<file path="config.mk">
export PLATFORM = sky130hd
export DESIGN_NAME = lp_feeder
export DESIGN_NICKNAME = d
export VERILOG_FILES = /design/src/rtl/lp_pkg.sv /design/src/rtl/lp_row_file.sv /design/src/rtl/lp_feeder.sv
export SDC_FILE = /design/constraint.sdc
export NUM_CORES = 1
export LEC_CHECK = 0
export BUFFER_PORTS_ARGS = -buffer_cell sky130_fd_sc_hd__buf_4
export CORE_MARGIN = 2
export CORE_UTILIZATION = 50
export CTS_BUF_LIST = sky130_fd_sc_hd__clkbuf_4
export CTS_CLUSTER_DIAMETER = 60
export DETAILED_ROUTE_END_ITERATION = 8
export GPL_ROUTABILITY_DRIVEN = 0
export HOLD_SLACK_MARGIN = 0.12
export PLACE_DENSITY = 0.66
export SYNTH_ARGS = -nofsm -noshare
export SYNTH_HDL_FRONTEND = slang
export SYNTH_HIERARCHICAL = 1
export SYNTH_SLANG_ARGS = --single-unit
</file>
<file path="constraint.sdc">
create_clock -name clk -period 3 [get_ports clk]
set_clock_uncertainty 0.2 [all_clocks]
set_input_delay 0.6 -clock clk [delete_from_list [all_inputs] [get_ports clk]]
set_output_delay 0.6 -clock clk [all_outputs]
set_load 0.02 [all_outputs]
</file>
<file path="src/rtl/lp_pkg.sv">
// Shared types for the LP solver feeder: one constraint row, FSM state, and dimensions.
package lp_pkg;

  localparam int NUM_ROWS = 7;
  localparam int A_W      = 6;
  localparam int B_W      = 12;
  localparam int ADDR_W   = 3;

  typedef struct packed {
    logic signed [A_W-1:0] a1;
    logic signed [A_W-1:0] a2;
    logic signed [B_W-1:0] b;
  } row_t;

  typedef enum logic [1:0] {
    IDLE,
    SEND,
    WAIT,
    DONE
  } state_e;

endpackage

</file>
<file path="src/rtl/lp_row_file.sv">
// Seven-row problem store: single write port, combinational read, async clear.
// Writes to address 7 are discarded; reads of address 7 return zero.
module lp_row_file
  import lp_pkg::*;
(
  input  logic              clk,
  input  logic              rst_n,
  input  logic              we_i,
  input  logic [ADDR_W-1:0] waddr_i,
  input  row_t              wdata_i,
  input  logic [ADDR_W-1:0] raddr_i,
  output row_t              rdata_o
);

  localparam logic [ADDR_W-1:0] ROWS_A = ADDR_W'(NUM_ROWS);

  row_t rows_q [NUM_ROWS];

  always_ff @(posedge clk or negedge rst_n) begin
    if (!rst_n) begin
      for (int i = 0; i < NUM_ROWS; i++) begin
        rows_q[i] <= '0;
      end
    end else if (we_i && (waddr_i < ROWS_A)) begin
      rows_q[waddr_i] <= wdata_i;
    end
  end

  always_comb begin
    rdata_o = '0;
    if (raddr_i < ROWS_A) begin
      rdata_o = rows_q[raddr_i];
    end
  end

endmodule

</file>
<file path="src/rtl/lp_feeder.sv">
// Streams a 7-row LP problem to the solver one row per cycle after start, then waits
// for the solver result (bounded by TIMEOUT) and reports it to the host with a one-cycle pulse.
module lp_feeder
  import lp_pkg::*;
#(
  parameter int TIMEOUT = 4194304,
  parameter int TO_W    = 23
) (
  input  logic                  clk,
  input  logic                  rst_n,
  input  logic                  cfg_we,
  input  logic [ADDR_W-1:0]     cfg_addr,
  input  logic signed [A_W-1:0] cfg_a1,
  input  logic signed [A_W-1:0] cfg_a2,
  input  logic signed [B_W-1:0] cfg_b,
  input  logic                  start,
  output logic                  busy,
  output logic                  lp_valid,
  output logic signed [A_W-1:0] lp_a1,
  output logic signed [A_W-1:0] lp_a2,
  output logic signed [B_W-1:0] lp_b,
  input  logic                  lp_out_valid,
  input  logic signed [B_W-1:0] lp_out_max_value,
  output logic                  res_valid,
  output logic signed [B_W-1:0] res_value,
  output logic                  res_timeout
);

  localparam logic [TO_W-1:0]   TO_LAST  = TO_W'(TIMEOUT - 1);
  localparam logic [ADDR_W-1:0] LAST_IDX = ADDR_W'(NUM_ROWS);

  state_e                state_q;
  logic [ADDR_W-1:0]     idx_q;
  logic [TO_W-1:0]       cnt_q;
  logic                  busy_q;
  logic                  lp_valid_q;
  row_t                  lp_row_q;
  logic                  res_valid_q;
  logic signed [B_W-1:0] res_value_q;
  logic                  res_timeout_q;

  logic              wr_en;
  logic [ADDR_W-1:0] raddr;
  row_t              cfg_row;
  row_t              rd_row;
  row_t              row0_d;

  assign wr_en   = cfg_we && (state_q == IDLE);
  assign raddr   = (state_q == SEND) ? idx_q : '0;
  assign cfg_row = '{a1: cfg_a1, a2: cfg_a2, b: cfg_b};

  // Row 0 is launched on the same edge that writes it, so forward the host data.
  assign row0_d = (wr_en && (cfg_addr == '0)) ? cfg_row : rd_row;

  lp_row_file u_row_file (
    .clk     (clk),
    .rst_n   (rst_n),
    .we_i    (wr_en),
    .waddr_i (cfg_addr),
    .wdata_i (cfg_row),
    .raddr_i (raddr),
    .rdata_o (rd_row)
  );

  always_ff @(posedge clk or negedge rst_n) begin
    if (!rst_n) begin
      state_q       <= IDLE;
      idx_q         <= '0;
      cnt_q         <= '0;
      busy_q        <= 1'b0;
      lp_valid_q    <= 1'b0;
      lp_row_q      <= '0;
      res_valid_q   <= 1'b0;
      res_value_q   <= '0;
      res_timeout_q <= 1'b0;
    end else begin
      case (state_q)
        IDLE: begin
          res_valid_q <= 1'b0;
          if (start) begin
            state_q    <= SEND;
            busy_q     <= 1'b1;
            lp_valid_q <= 1'b1;
            lp_row_q   <= row0_d;
            idx_q      <= ADDR_W'(1);
          end
        end
        SEND: begin
          if (idx_q == LAST_IDX) begin
            state_q    <= WAIT;
            lp_valid_q <= 1'b0;
            lp_row_q   <= '0;
            cnt_q      <= '0;
          end else begin
            lp_row_q <= rd_row;
            idx_q    <= idx_q + ADDR_W'(1);
          end
        end
        WAIT: begin
          if (lp_out_valid) begin
            state_q       <= DONE;
            busy_q        <= 1'b0;
            res_valid_q   <= 1'b1;
            res_value_q   <= lp_out_max_value;
            res_timeout_q <= 1'b0;
          end else if (cnt_q == TO_LAST) begin
            state_q       <= DONE;
            busy_q        <= 1'b0;
            res_valid_q   <= 1'b1;
            res_value_q   <= '0;
            res_timeout_q <= 1'b1;
          end else begin
            cnt_q <= cnt_q + TO_W'(1);
          end
        end
        DONE: begin
          res_valid_q <= 1'b0;
          state_q     <= IDLE;
        end
        default: begin
          state_q <= IDLE;
        end
      endcase
    end
  end

  assign busy        = busy_q;
  assign lp_valid    = lp_valid_q;
  assign lp_a1       = lp_row_q.a1;
  assign lp_a2       = lp_row_q.a2;
  assign lp_b        = lp_row_q.b;
  assign res_valid   = res_valid_q;
  assign res_value   = res_value_q;
  assign res_timeout = res_timeout_q;

endmodule
</file>
==> flow_summary_export.csv, run 1 <==
group,metric,value,unit
run_status,status,"finished, final reports clean",
sta,fin_setup_tns,0,ns
setup_path,crit_family,"simple AND/OR/NAND/NOR gates",
clock_network,path_clk_slew,0.07,ns
clock_network,cts-root-buf,"clkbuf_4",
clock_network,clkLatencyLatePin,0.66,ns
drt,vias_per_cell,5.69,
setup_path,r2r-end,"lp_b[8]",
sta,setup_viol,0,
clock_network,cts_tree,"done",
sta,worstMarginPinSlew,0.791,ns
clock_network,post_cts_resized,0,
logic_synthesis,synth_top_area_share,53.0,%
sta,fmax,374,MHz
logic_synthesis,synthFlopType,"dfrtp_1",
global_routing,grt_max_degree,73,
logic_synthesis,synth_edf_count,0,
setup_path,cp.arrival,2.97,ns
power_and_ir_drop,p_per_area,997,nW/um^2
setup_path,cp_max_fo,15,
sta,period_share,89.2,%
placed_design,hpwlAfterDp,16000,um
drt,dr.first_iter.drc_count,295,
global_routing,grt_pass1_wl,42200,um
power_and_ir_drop,ir_worst_vdd,0.509,mV
drt,num_vias,7820,
setup_path,cp-end-kind,"flop",
sta,max_slew_margin,46.9,%
placed_design,io_buffers,83,
floorplan,chipWidth,153,um
clock_network,h-tree-depth,2,
logic_synthesis,yosys-top-cells-area,"dfrtp_1, mux2_2, mux2i_1, a22o_1, nand2_1",
sta,finalHoldViolations,0,
drt,drt.antenna.violating_nets,0,
setup_path,rr_worst_depth,9,
drt,drc_errors,0,
logic_synthesis,ys_ff_latch,236,
finish,drive_gt1_share,38.8,%
logic_synthesis,syn_inst,894,
hold_path,hold_class,"primary input to flop",
logic_synthesis,seq_area_frac_synth,53.0,%
logic_synthesis,avgSynthCellArea,12.5,um^2
sta,rsz0062_at_grt,"false",
drt,wl,25900,um
setup_path,criticalPathCategory,"flop to flop",
setup_path,path_buf_inv,2,
sta,worst_slack,0.325,ns
logic_synthesis,synth_cell_type_count,52,
global_routing,grt.overflow.total,0,
global_routing,antenna_found_initial,1,
floorplan,design.core.area,21800,um^2
logic_synthesis,syn_nets,945,
floorplan,row_count,54,
global_routing,grt_usage,22.4,%
hold_path,hold_start,"lp_out_valid",
sta,fin_crit,2.68,ns
setup_path,cp.required,3.29,ns
clock_network,clockBufferDepth,3,
setup_path,reg2reg_from,"state_q[1]",
hold_path,hold_depth,4,
clock_network,ctsHoldBuffers,39,
setup_path,slowest_delay,0.61,ns
setup_path,cp_slowest_cell,"nor2_2",
placed_design,dpl_worst_slack,0.316,ns
clock_network,post_cts_buffers,0,
clock_network,numCtsBuffers,61,
setup_path,worstSetupStartpointType,"flop",
floorplan,ios,84,
run,drv_cap,0,
setup_path,crit_chain,"inv_1 > ha_1 > and2_1 > nor2_2 > buf_4 > a22o_1 > a31oi_1 > a22oi_1 > o21ai_0",
global_routing,first_global_vias,7874,
logic_synthesis,synth.most_common_cell,"dfrtp_1",
logic_synthesis,synthArstFlopShare,100,%
floorplan,dieHeight,153,um
logic_synthesis,netlist_area,11100,um^2
power_and_ir_drop,power,13.3,mW
drt,detail_route.first_pass.iterations,5,
clock_network,cts_sinks,236,
sta,drv_slew,0,
logic_synthesis,synth.largest_area_cell,"dfrtp_1",
setup_path,r2r_setup_slack,0.32,ns
logic_synthesis,synth_common_cells,"dfrtp_1, mux2_2, nand2_1",
power_and_ir_drop,p_leak,6.00,nW
logic_synthesis,yosysWarnings,6,
finish,area_growth,19.8,%
floorplan,design.die.area,23500,um^2
finish,nets,1109,
drt,wl_per_cell,18.8,um
hold_path,hold_end,"cnt_q[5]",
floorplan,start_util,51.0,%
-- cell families after synthesis --
| family | Yosys count | synth area share [%] |
|---|---|---|
| DFF | 236 | 53.0 |
| adders and majority gates | 7 | 0.786 |
| AOI/OAI and AO/OA | 167 | 10.3 |
| buffers and inverters | 62 | 2.79 |
| muxes | 246 | 24.0 |
| and+or+nand+nor | 176 | 9.03 |
-- final cells by class --
class / instances / area (um^2)
diodes: 1 / 2.50
clock buffers: 91 / 683
clock inverters: 7 / 26.3
fillers: 1815 / 8480
inverters: 4 / 15.0
multi-input cells: 596 / 4950
flip-flops and latches: 236 / 5910
well taps: 280 / 350
repair buffers: 159 / 1410
-- worst max path at each step --
| stage | cells past startpoint | end | start | slack (ns) |
|---|---|---|---|---|
| floorplan | 12 | lp_a1[4] | state_q[1] | 0.38 |
| global placement | 9 | lp_a2[0] | state_q[1] | 0.42 |
| detailed placement | 9 | lp_b[8] | state_q[1] | 0.32 |
| CTS | 9 | lp_b[8] | state_q[1] | 0.29 |
| global route | 9 | lp_b[11] | state_q[1] | 0.12 |
| finish | 9 | lp_b[8] | state_q[1] | 0.32 |
-- worst reg2reg max path, delay by kind of cell (launching register included) --
family	cells	cell delay, ns
buffers and inverters	2	0.41
AO/OA/AOI/OAI	4	0.46
AND/OR/NAND/NOR	2	0.81
flip-flops	1	0.36
adder cells (fa/ha/maj)	1	0.27
-- sequential cells by signal, summed over array words and instances (netlist names) --
register and cells:
res_value 12, res_timeout 1, u_row_file/rows_q 168, lp_a2 6
lp_b 12, res_valid 1, state_q 2, idx_q 3
busy 1, lp_valid 1, lp_a1 6, cnt_q 23
-- report_power, final --
part	switching [mW]	leakage, nW	internal [mW]
clock	1.21	0.430	1.35
combinational	2.67	2.57	2.77
sequential	0.743	3.01	4.56
total	4.62	6.00	8.68
-- per-layer routing --
layer,vias up,track usage (%),wire length (um)
met3,47,3.77,1050
met2,184,35.6,12100
li1,3666,-,-
met4,0,7.94,637
met1,3923,31.4,12200
met5,-,0,0
-- per-stage QoR --
step | hold slack (ns) | util (%) | cells | instance area, um^2
after global placement | 0.267 | 56.1 | 1236 | 12200
after CTS | 0.182 | 61.1 | 1373 | 13300
after global routing | 0.251 | 61.2 | 1374 | 13300
after detailed placement | 0.278 | 56.1 | 1236 | 12200
after floorplan | 0.104 | - | 894 | 11100
final | 0.239 | 61.2 | 1374 | 13300
-- cell usage in the layout, fill, tap and decap left out, types with 3 or more instances in the layout --
cell type      count
a21oi_1           12
buf_4            110
o21ai_0           31
inv_1              4
nand2_1           79
nor2b_1            4
mux2i_1           75
clkbuf_4          91
o211ai_1           6
nand4b_1           7
nand3_1            9
a22oi_1           25
dfrtp_1          236
nor2_1             7
ha_1               7
clkinv_1           7
or2_2             24
nand4_1            6
dlygate4sd3_1     39
a31oi_1           34
buf_12             9
nand2b_1           4
mux2_2           169
nor3_1             3
and3_1             4
a22o_1            42
o21ai_1            5
and2_1             6
No activity file was read; power rests on OpenSTA's default activity.
==> inputs of run 2 (changes only) <==
==> constraint.sdc (replaced) <==
create_clock -name clk -period 3 [get_ports clk]
set_clock_uncertainty 0.2 [all_clocks]
set_input_delay 0.3 -clock clk [delete_from_list [all_inputs] [get_ports clk]]
set_output_delay 0.3 -clock clk [all_outputs]
set_load 0.02 [all_outputs]
==> run 2 against run 1 <==
- global-route usage rose by 0.23 points
- first-iteration DRC count rose by 46%
- wire length rose by 1.3%
- largest power group unchanged
- highest routed layer unchanged
==> flow_summary_export.csv, run 2 (synthesis gave the netlist of run 1 again) <==
group,metric,value,unit
power_and_ir_drop,p_per_area,1010,nW/um^2
drt,vias_per_cell,5.67,
run_status,status,"finished, final reports clean",
clock_network,cts_tree,"done",
setup_path,worstSetupStartpointType,"flop",
setup_path,cp.required,3.33,ns
drt,num_vias,7858,
setup_path,cp_max_fo,24,
hold_path,hold_class,"primary input to flop",
clock_network,clkLatencyLatePin,0.66,ns
floorplan,row_count,54,
drt,dr.first_iter.drc_count,432,
floorplan,design.die.area,23500,um^2
clock_network,path_clk_slew,0.07,ns
finish,largest-register,"u_row_file/rows_q",
clock_network,h-tree-depth,3,
setup_path,cp.arrival,3.22,ns
sta,setup_viol,0,
finish,layout_common_cells,"dfrtp_1, mux2_2, buf_4, clkbuf_4, nand2_1",
power_and_ir_drop,ir_worst_vdd,0.460,mV
drt,wl_per_cell,18.9,um
hold_path,hold_depth,5,
finish,drive_gt1_share,38.7,%
global_routing,first_global_vias,8107,
floorplan,chipWidth,153,um
setup_path,slowest_delay,0.56,ns
finish,largest_reg_flops,168,
drt,detail_route.first_pass.iterations,5,
sta,finalHoldViolations,0,
drt,wl,26200,um
placed_design,io_buffers,83,
setup_path,cp_slowest_cell,"dlygate4sd3_1",
sta,max_slew_margin,39.9,%
sta,period_share,96.1,%
clock_network,cts-root-buf,"clkbuf_4",
setup_path,criticalPathCategory,"flop to flop",
hold_path,hold_end,"u_row_file/rows_q[120]",
setup_path,path_buf_inv,3,
global_routing,grt_usage,22.7,%
finish,final_common_cell,"dfrtp_1",
sta,drv_slew,0,
run,drv_cap,0,
clock_network,numCtsBuffers,67,
placed_design,dpl_worst_slack,0.257,ns
drt,drt.antenna.violating_nets,0,
sta,fmax,347,MHz
power_and_ir_drop,p_leak,6.06,nW
placed_design,hpwlAfterDp,15500,um
setup_path,rr_worst_depth,8,
finish,area_growth,21.0,%
setup_path,r2r_setup_slack,0.12,ns
hold_path,hold_start,"cfg_addr[0]",
sta,fin_setup_tns,0,ns
drt,drc_errors,0,
setup_path,reg2reg_from,"state_q[0]",
clock_network,cts_sinks,236,
global_routing,grt_pass1_wl,42800,um
finish,nFillCells,1780,
floorplan,design.core.area,21800,um^2
setup_path,cp-startpoint,"state_q[0]",
setup_path,crit_family,"buffers and inverters",
setup_path,r2r-end,"u_row_file/rows_q[158]",
floorplan,start_util,51.0,%
clock_network,clockBufferDepth,3,
sta,rsz0062_at_grt,"false",
setup_path,crit_chain,"inv_1 > ha_2 > and2_1 > nand2b_2 > nor3_4 > buf_12 > mux2_2 > dlygate4sd3_1",
sta,worst_slack,0.117,ns
floorplan,ios,84,
sta,worstMarginPinSlew,0.897,ns
finish,nets,1118,
sta,fin_crit,2.88,ns
setup_path,cp-end-kind,"flop",
floorplan,dieHeight,153,um
global_routing,antenna_found_initial,2,
global_routing,grt_max_degree,73,
global_routing,grt.overflow.total,0,
finish,reg_top3,"u_row_file/rows_q: 168 flops, cnt_q: 23 flops",
run 2: worst max-delay path by stage:
| stage | to | depth (start not counted) |
|---|---|---|
| global route | u_row_file/rows_q[158] | 8 |
| floorplan | lp_a1[4] | 12 |
| finish | u_row_file/rows_q[158] | 8 |
| detailed placement | lp_a2[4] | 10 |
| CTS | u_row_file/rows_q[158] | 8 |
| global placement | lp_a2[4] | 10 |
run 2: repair_timing:
| item | in CTS | in global routing |
|---|---|---|
| setup buffers | 0 | 0 |
| endpoints found under the setup margin | 0 | 2 |
| hold buffers | 46 | 0 |
| resized for setup | 0 | 1 |
| hold endpoints to repair | 454 | 0 |
run 2: per-stage QoR:
| stage | std cells | cell area [um^2] | hold slack (ns) | total power [mW] | util, % |
|---|---|---|---|---|---|
| after floorplan | 894 | 11100 | -0.196 | 9.03 | - |
| after global placement | 1232 | 12200 | 0.0705 | 10.6 | 55.8 |
| after detailed placement | 1232 | 12200 | 0.0696 | 10.7 | 55.8 |
| after CTS | 1385 | 13500 | 0.121 | 13.7 | 61.7 |
| after global routing | 1387 | 13500 | 0.153 | 14.6 | 61.7 |
| final | 1387 | 13500 | 0.172 | 13.6 | 61.7 |
run 2: power by group:
part / leakage (nW) / total [mW] / switching (mW) / internal, mW
combinational: 2.58 / 5.44 / 2.67 / 2.77
clock: 0.479 / 2.85 / 1.29 / 1.56
sequential: 3.01 / 5.30 / 0.743 / 4.56
run 2: metal layers:
layer  wire, um  up-vias  share of wire, %  global-route usage [%]
met1      12200     3949                47                    31.4
met4        321        0               1.2                    6.92
met2      12400      193                47                    36.1
li1           -     3684                 -                       -
met3       1240       32               4.7                    4.82
met5          0        -                 0                       0
run 2: tightest hold or removal path: stages:
cell	delay [ns]
buf_4	0.13
nand2_1	0.10
nor3_4	0.05
buf_12	0.16
mux2_2	0.24
run 2: cell type report:
type | count | area [um^2] | share of cell area, %
clock buffers | 91 | 683 | 5.07
well taps | 280 | 350 | 2.60
diodes | 2 | 5.00 | 0.0372
clock inverters | 16 | 114 | 0.845
flip-flops and latches | 236 | 5910 | 43.8
multi-input cells | 596 | 4950 | 36.8
inverters | 4 | 15.0 | 0.111
repair buffers | 162 | 1440 | 10.7
